[src/rtl/ieee_fcmp_pkg.sv]
// Shared encodings for the pipelined IEEE 754 compare/min-max unit:
// operation codes, operand classes and the canonical quiet NaN.
package ieee_fcmp_pkg;

   localparam logic [2:0] OP_FEQ  = 3'd0;
   localparam logic [2:0] OP_FLT  = 3'd1;
   localparam logic [2:0] OP_FLE  = 3'd2;
   localparam logic [2:0] OP_FMIN = 3'd3;
   localparam logic [2:0] OP_FMAX = 3'd4;

   typedef enum logic [2:0] {
      FC_ZERO,
      FC_SUBNORMAL,
      FC_NORMAL,
      FC_INF,
      FC_QNAN,
      FC_SNAN
   } fp_class_e;

   // Positive quiet NaN with only the mantissa MSB set; callers truncate to their width.
   function automatic logic [127:0] canon_qnan(input int unsigned exp_w, input int unsigned mant_w);
      logic [127:0] exp_ones;
      exp_ones = (128'd1 << exp_w) - 128'd1;
      return (exp_ones << mant_w) | (128'd1 << (mant_w - 1));
   endfunction

endpackage

[src/rtl/ieee_fclass.sv]
// Combinational classifier for one IEEE 754 operand. Only the exponent and
// mantissa fields are needed, so the sign bit is not part of the interface.
module ieee_fclass
   import ieee_fcmp_pkg::*;
#(
   parameter int EXP_WIDTH  = 8,
   parameter int MANT_WIDTH = 23
) (
   input  logic [EXP_WIDTH+MANT_WIDTH-1:0] i_mag,
   output fp_class_e                       o_class
);

   logic [EXP_WIDTH-1:0]  w_exp;
   logic [MANT_WIDTH-1:0] w_mant;

   assign w_exp  = i_mag[EXP_WIDTH+MANT_WIDTH-1:MANT_WIDTH];
   assign w_mant = i_mag[MANT_WIDTH-1:0];

   always_comb begin
      o_class = FC_NORMAL;
      if (w_exp == '0) begin
         o_class = (w_mant == '0) ? FC_ZERO : FC_SUBNORMAL;
      end else if (&w_exp) begin
         if (w_mant == '0)
            o_class = FC_INF;
         else if (w_mant[MANT_WIDTH-1])
            o_class = FC_QNAN;
         else
            o_class = FC_SNAN;
      end
   end

endmodule

[src/rtl/ieee_fcmp_pipe.sv]
// Two-stage IEEE 754 compare/min-max unit with valid/ready flow control.
// Stage 1 classifies and captures operands; stage 2 orders, selects and registers results.
module ieee_fcmp_pipe
   import ieee_fcmp_pkg::*;
#(
   parameter int WIDTH      = 32,
   parameter int EXP_WIDTH  = 8,
   parameter int MANT_WIDTH = 23,
   parameter int TAG_WIDTH  = 4
) (
   input  logic                 clk,
   input  logic                 rst_n,
   input  logic                 in_valid,
   output logic                 in_ready,
   input  logic [2:0]           in_op,
   input  logic [WIDTH-1:0]     in_a,
   input  logic [WIDTH-1:0]     in_b,
   input  logic [TAG_WIDTH-1:0] in_tag,
   output logic                 out_valid,
   input  logic                 out_ready,
   output logic [WIDTH-1:0]     out_result,
   output logic                 out_gt,
   output logic                 out_lt,
   output logic                 out_eq,
   output logic                 out_un,
   output logic                 out_invalid,
   output logic [TAG_WIDTH-1:0] out_tag
);

   localparam logic [WIDTH-1:0] QNAN = WIDTH'(canon_qnan(EXP_WIDTH, MANT_WIDTH));

   // Stage 1 registers
   logic                 r_s1_valid;
   logic [2:0]           r_s1_op;
   logic [WIDTH-1:0]     r_s1_a;
   logic [WIDTH-1:0]     r_s1_b;
   logic [TAG_WIDTH-1:0] r_s1_tag;
   fp_class_e            r_s1_cls_a;
   fp_class_e            r_s1_cls_b;

   // Stage 2 (output) registers
   logic                 r_s2_valid;
   logic [WIDTH-1:0]     r_result;
   logic                 r_gt;
   logic                 r_lt;
   logic                 r_eq;
   logic                 r_un;
   logic                 r_invalid;
   logic [TAG_WIDTH-1:0] r_tag;

   fp_class_e            w_cls_a;
   fp_class_e            w_cls_b;
   logic                 w_s1_load;
   logic                 w_s2_load;

   assign w_s2_load = !r_s2_valid || out_ready;
   assign w_s1_load = !r_s1_valid || w_s2_load;
   assign in_ready  = w_s1_load;

   ieee_fclass #(.EXP_WIDTH(EXP_WIDTH), .MANT_WIDTH(MANT_WIDTH)) u_fclass_a (
      .i_mag   (in_a[WIDTH-2:0]),
      .o_class (w_cls_a)
   );

   ieee_fclass #(.EXP_WIDTH(EXP_WIDTH), .MANT_WIDTH(MANT_WIDTH)) u_fclass_b (
      .i_mag   (in_b[WIDTH-2:0]),
      .o_class (w_cls_b)
   );

   always_ff @(posedge clk or negedge rst_n) begin
      if (!rst_n) begin
         r_s1_valid <= 1'b0;
         r_s1_op    <= '0;
         r_s1_a     <= '0;
         r_s1_b     <= '0;
         r_s1_tag   <= '0;
         r_s1_cls_a <= FC_ZERO;
         r_s1_cls_b <= FC_ZERO;
      end else if (w_s1_load) begin
         r_s1_valid <= in_valid;
         if (in_valid) begin
            r_s1_op    <= in_op;
            r_s1_a     <= in_a;
            r_s1_b     <= in_b;
            r_s1_tag   <= in_tag;
            r_s1_cls_a <= w_cls_a;
            r_s1_cls_b <= w_cls_b;
         end
      end
   end

   // Stage 2 combinational ordering
   logic             w_sign_a;
   logic             w_sign_b;
   logic             w_a_nan;
   logic             w_b_nan;
   logic             w_a_snan;
   logic             w_b_snan;
   logic             w_both_zero;
   logic             w_mag_eq;
   logic             w_borrow;
   logic [WIDTH-1:0] w_diff;
   logic             w_gt;
   logic             w_lt;
   logic             w_eq;
   logic             w_un;
   logic [WIDTH-1:0] w_result;
   logic             w_invalid;

   assign w_sign_a    = r_s1_a[WIDTH-1];
   assign w_sign_b    = r_s1_b[WIDTH-1];
   assign w_a_nan     = (r_s1_cls_a == FC_QNAN) || (r_s1_cls_a == FC_SNAN);
   assign w_b_nan     = (r_s1_cls_b == FC_QNAN) || (r_s1_cls_b == FC_SNAN);
   assign w_a_snan    = (r_s1_cls_a == FC_SNAN);
   assign w_b_snan    = (r_s1_cls_b == FC_SNAN);
   assign w_both_zero = (r_s1_cls_a == FC_ZERO) && (r_s1_cls_b == FC_ZERO);
   assign w_mag_eq    = (r_s1_a[WIDTH-2:0] == r_s1_b[WIDTH-2:0]);

   // Zero-extended magnitudes leave the MSB of the difference as the borrow (|a| < |b|).
   assign w_diff   = {1'b0, r_s1_a[WIDTH-2:0]} - {1'b0, r_s1_b[WIDTH-2:0]};
   assign w_borrow = w_diff[WIDTH-1];

   always_comb begin
      w_gt = 1'b0;
      w_lt = 1'b0;
      w_eq = 1'b0;
      w_un = 1'b0;
      if (w_a_nan || w_b_nan) begin
         w_un = 1'b1;
      end else if (w_both_zero) begin
         w_eq = 1'b1;
      end else if (w_sign_a != w_sign_b) begin
         if (w_sign_a)
            w_lt = 1'b1;
         else
            w_gt = 1'b1;
      end else if (w_mag_eq) begin
         w_eq = 1'b1;
      end else if (w_borrow ^ w_sign_a) begin
         w_lt = 1'b1;
      end else begin
         w_gt = 1'b1;
      end
   end

   always_comb begin
      w_result  = '0;
      w_invalid = 1'b0;
      case (r_s1_op)
         OP_FEQ: begin
            w_result  = WIDTH'(w_eq);
            w_invalid = w_a_snan || w_b_snan;
         end
         OP_FLT: begin
            w_result  = WIDTH'(w_lt);
            w_invalid = w_a_nan || w_b_nan;
         end
         OP_FLE: begin
            w_result  = WIDTH'(w_lt || w_eq);
            w_invalid = w_a_nan || w_b_nan;
         end
         OP_FMIN: begin
            w_invalid = w_a_snan || w_b_snan;
            if (w_a_nan && w_b_nan)
               w_result = QNAN;
            else if (w_a_nan)
               w_result = r_s1_b;
            else if (w_b_nan)
               w_result = r_s1_a;
            else if (w_eq)
               w_result = w_sign_a ? r_s1_a : r_s1_b;  // prefers -0 over +0
            else
               w_result = w_lt ? r_s1_a : r_s1_b;
         end
         OP_FMAX: begin
            w_invalid = w_a_snan || w_b_snan;
            if (w_a_nan && w_b_nan)
               w_result = QNAN;
            else if (w_a_nan)
               w_result = r_s1_b;
            else if (w_b_nan)
               w_result = r_s1_a;
            else if (w_eq)
               w_result = w_sign_a ? r_s1_b : r_s1_a;
            else
               w_result = w_gt ? r_s1_a : r_s1_b;
         end
         default: begin
            w_result  = '0;
            w_invalid = 1'b1;
         end
      endcase
   end

   always_ff @(posedge clk or negedge rst_n) begin
      if (!rst_n) begin
         r_s2_valid <= 1'b0;
         r_result   <= '0;
         r_gt       <= 1'b0;
         r_lt       <= 1'b0;
         r_eq       <= 1'b0;
         r_un       <= 1'b0;
         r_invalid  <= 1'b0;
         r_tag      <= '0;
      end else if (w_s2_load) begin
         r_s2_valid <= r_s1_valid;
         if (r_s1_valid) begin
            r_result  <= w_result;
            r_gt      <= w_gt;
            r_lt      <= w_lt;
            r_eq      <= w_eq;
            r_un      <= w_un;
            r_invalid <= w_invalid;
            r_tag     <= r_s1_tag;
         end
      end
   end

   assign out_valid   = r_s2_valid;
   assign out_result  = r_result;
   assign out_gt      = r_gt;
   assign out_lt      = r_lt;
   assign out_eq      = r_eq;
   assign out_un      = r_un;
   assign out_invalid = r_invalid;
   assign out_tag     = r_tag;

endmodule

[config.mk]
export PLATFORM = sky130hd
export DESIGN_NAME = ieee_fcmp_pipe
export DESIGN_NICKNAME = d
export VERILOG_FILES = /design/src/rtl/ieee_fcmp_pkg.sv /design/src/rtl/ieee_fclass.sv /design/src/rtl/ieee_fcmp_pipe.sv
export SDC_FILE = /design/constraint.sdc
export NUM_CORES = 1
export LEC_CHECK = 0
export CORE_ASPECT_RATIO = 1.25
export CORE_UTILIZATION = 53
export DETAILED_ROUTE_END_ITERATION = 6
export PLACE_DENSITY_LB_ADDON = 0.15
export SLEW_MARGIN = 20
export SYNTH_ARGS = -nofsm -noshare
export SYNTH_HDL_FRONTEND = slang
export SYNTH_SLANG_ARGS = --single-unit
[constraint.sdc]
create_clock -name clk -period 4.16 [get_ports clk]
set_input_delay 0.832 -clock clk [delete_from_list [all_inputs] [get_ports clk]]
set_output_delay 0.832 -clock clk [all_outputs]
set_load 0.01 [all_outputs]
==> key figures <==
Outcome
  • Outcome: finished, final reports clean

Synth
  • Synth warnings: 0
  • Async SR Flop Fraction: 1.000
  • Syn Area/Cell: 10.58 µm²
  • Main area contributors after synthesis: dfrtp_1, mux2_2, ha_1
  • Largest area contributor in the netlist: dfrtp_1
  • Ys flop type: dfrtp_1
  • Mapped Area: 6663 µm²
  • EDFF count, synth: 0
  • Net Count, Synth: 738
  • Post-Syn Instances: 630
  • Seq cells post-synth: 120
  • Most frequent cell after synthesis: dfrtp_1
  • Sequential share of the synthesized area: 0.4507
  • Top cell type's share of synthesized area: 0.4507
  • Commonest cells post-synth: dfrtp_1, mux2_2, nand2_1
  • Synth cell types: 48

Route
  • Routed wire length: 19.28 mm
  • # DRC: 0
  • Routed len/inst: 20.84 µm
  • DRT antenna net count: 0
  • DR vias: 5939
  • Vias per cell: 6.421
  • Drt pass-1 iters: 5
  • Initial DRC count: 425

CTS
  • Clk root buf: clkbuf_16
  • Worst-case clock buffer depth: 2
  • CTS tree: built
  • H-tree Lvls: 4
  • Cts bufs inserted: 17
  • Reg clk slew, reported paths: 0.06 ns
  • Cts hold-fix bufs: 0
  • Clock Sinks: 120
  • Latest clock arrival within the worst-skew pair: 0.42 ns

Critical path
  • Crit path kind: flop to flop
  • Slowest stage cell, crit path: or4_4
  • Startpoint types: flop
  • Flop2flop setup slack: 0.11 ns
  • Crit-path cells: ha_1 -> nand4_1 -> or3_4 -> or4_1 -> or4_4 -> or4b_1 -> a31oi_2 -> buf_4 -> a22o_4 -> o21a_4 -> a221o_1
  • Critical Path RT: 4.46 ns
  • Arr. time, crit path: 4.34 ns
  • Critical Path Fanout Max: 10
  • Crit path capture type: flop
  • Crit-path max cell delay: 0.58 ns

STA
  • Clk_skew: 0.01172 ns
  • Worst hold slack: 0.4163 ns
  • Worst slew pin tran: 1.217 ns
  • Smallest setup slack after layout: 0.1147 ns
  • Fin crit share: 0.9724
  • Fmax achieved: 0.2472 GHz
  • Final setup vio count: 0
  • Hold Violations, Final: 0
  • Final Max Slew Viols: 0
  • Unrepaired setup endpoints after global routing: false
  • Max transition margin: 0.1825
  • Final min period: 4.045 ns

Die
  • IO Count: 118
  • Die width: 102.3 µm
  • Die area: 13030 µm²
  • Core area: 12220 µm²
  • Die H: 127.4 µm
  • Row cnt: 45
  • Starting Density: 0.5453

Pwr
  • Maximum VDD drop: 0.2549 mV
  • Power density cells: 473.0 nW/µm²
  • Static leakage: 0.003615 µW

Place
  • GPL Wtd Cong: 0.8856
  • Number of instances in the placed design: 892
  • Post-DP HPWL: 13.42 mm
  • Post-DP Area: 8019 µm²
  • Dpl ws: -0.001273 ns
  • I/O Buffers: 117

Global routing
  • Vias in the first global route: 6106
  • Global-route wire length before repair: 30.75 mm
  • GR Util All Layers: 0.3095
  • Pin count of the biggest net entering global routing: 56
  • Antenna violations before repair: 0
  • Congestion Overflow GR: 0

Final layout
  • Design Area, Final: 8672 µm²
  • Final std cells w/o fill: 925
  • Antenna cells: 0
  • Layout Nets: 856
  • Fraction of layout cells with a size suffix above 1: 0.1827
  • Area delta synth->final: 30.16%
  • Final core utilization: 0.7098

Hold path
  • HP Class: input pin to asynchronous set/reset pin

Run
  • Max-Cap Viols: 0
==> cells in the final DEF (no fill, tap or decap), types with 5 or more instances in the layout <==
cell	instances
buf_4	16
nand4_1	12
a21oi_1	24
dfrtp_1	120
clkdlybuf4s50_1	116
nor2_1	16
inv_1	35
ha_1	33
mux2_2	77
nand2b_1	5
a22o_1	15
a31oi_1	6
clkbuf_16	17
a211oi_1	20
nand2_1	51
a221oi_1	13
o21ai_0	33
a22oi_1	24
nand3_1	12
nor4_1	15
nor3_1	6
a221o_1	30
==> kinds of logic after synthesis <==
kind of cell / synth area share
compound gates: 0.2073
simple gates: 0.1061
flops: 0.4507
mux: 0.1316
buf+inv: 0.04225
fa+ha+maj: 0.06197
==> final timing paths <==
path	startpoint	endpoint	cells past startpoint
worst max-delay path	r_s1_a[29]	out_result[10]	11
worst min-delay path	rst_n	r_s1_tag[0]	1
worst max register to register	r_s1_a[29]	out_result[10]	11
worst min register to register	out_eq	out_eq	2
max in group asynchronous	rst_n	r_s1_cls_b[1]	2
min in group clk	out_eq	out_eq	2
==> report_power, final <==
group | switching, µW | internal, µW
Sequential | 189 | 1360
Combinational | 520 | 570
Clock | 562 | 900
Total | 1270 | 2830
==> registers in the layout, summed over array words and instances, names as in the netlist <==
signal       count
out_result      32
r_s1_a          32
r_s1_b          32
out_tag          4
r_s1_tag         4
r_s1_cls_a       3
r_s1_cls_b       3
r_s1_op          3
out_eq           1
out_gt           1
out_invalid      1
out_lt           1
out_un           1
out_valid        1
r_s1_valid       1
==> layout make-up <==
type                       instances  area (µm²)
clock buffer                      18       439.2
tap                              164       205.2
sequential                       120        3003
inverter                          35       131.4
fill                             936        3546
timing repair buffer             133        1292
multi-input combinational        441        3451
clock inverter                    14       150.1
==> per-layer routing <==
metal | vias up | GRT usage | wire length [µm]
met5 | - | 0 | 0
met4 | 0 | 0.1361 | 549
met3 | 45 | 0.04376 | 1009
met2 | 275 | 0.5195 | 9755
met1 | 2956 | 0.3945 | 7962
li1 | 2663 | - | -
==> timing repair <==
| item | CTS | global route |
|---|---|---|
| pin swaps | 0 | 1 |
| setup buffers | 0 | 0 |
| gates cloned | 0 | 1 |
| endpoints found under the hold margin | 0 | 0 |
| endpoints found under the setup margin | 9 | 28 |
| resized for setup | 1 | 8 |
==> worst max-delay path: cells and delay by family, from the launching register on <==
family	cells	cell delay (ns)
buffers and inverters	1	0.17
DFF	1	0.42
and+or+nand+nor	5	1.98
adders and majority gates	1	0.34
AOI/OAI and AO/OA	4	1.02
==> stage by stage <==
step / TNS (ns) / power [µW]
2_1_floorplan: 0 / 2116
3_3_place_gp: 0 / 2585
3_5_place_dp: -0.002189 / 2622
4_1_cts: 0 / 4088
5_1_grt: 0 / 4283
6_report: 0 / 4102
(Power assumes the default switching activity.)
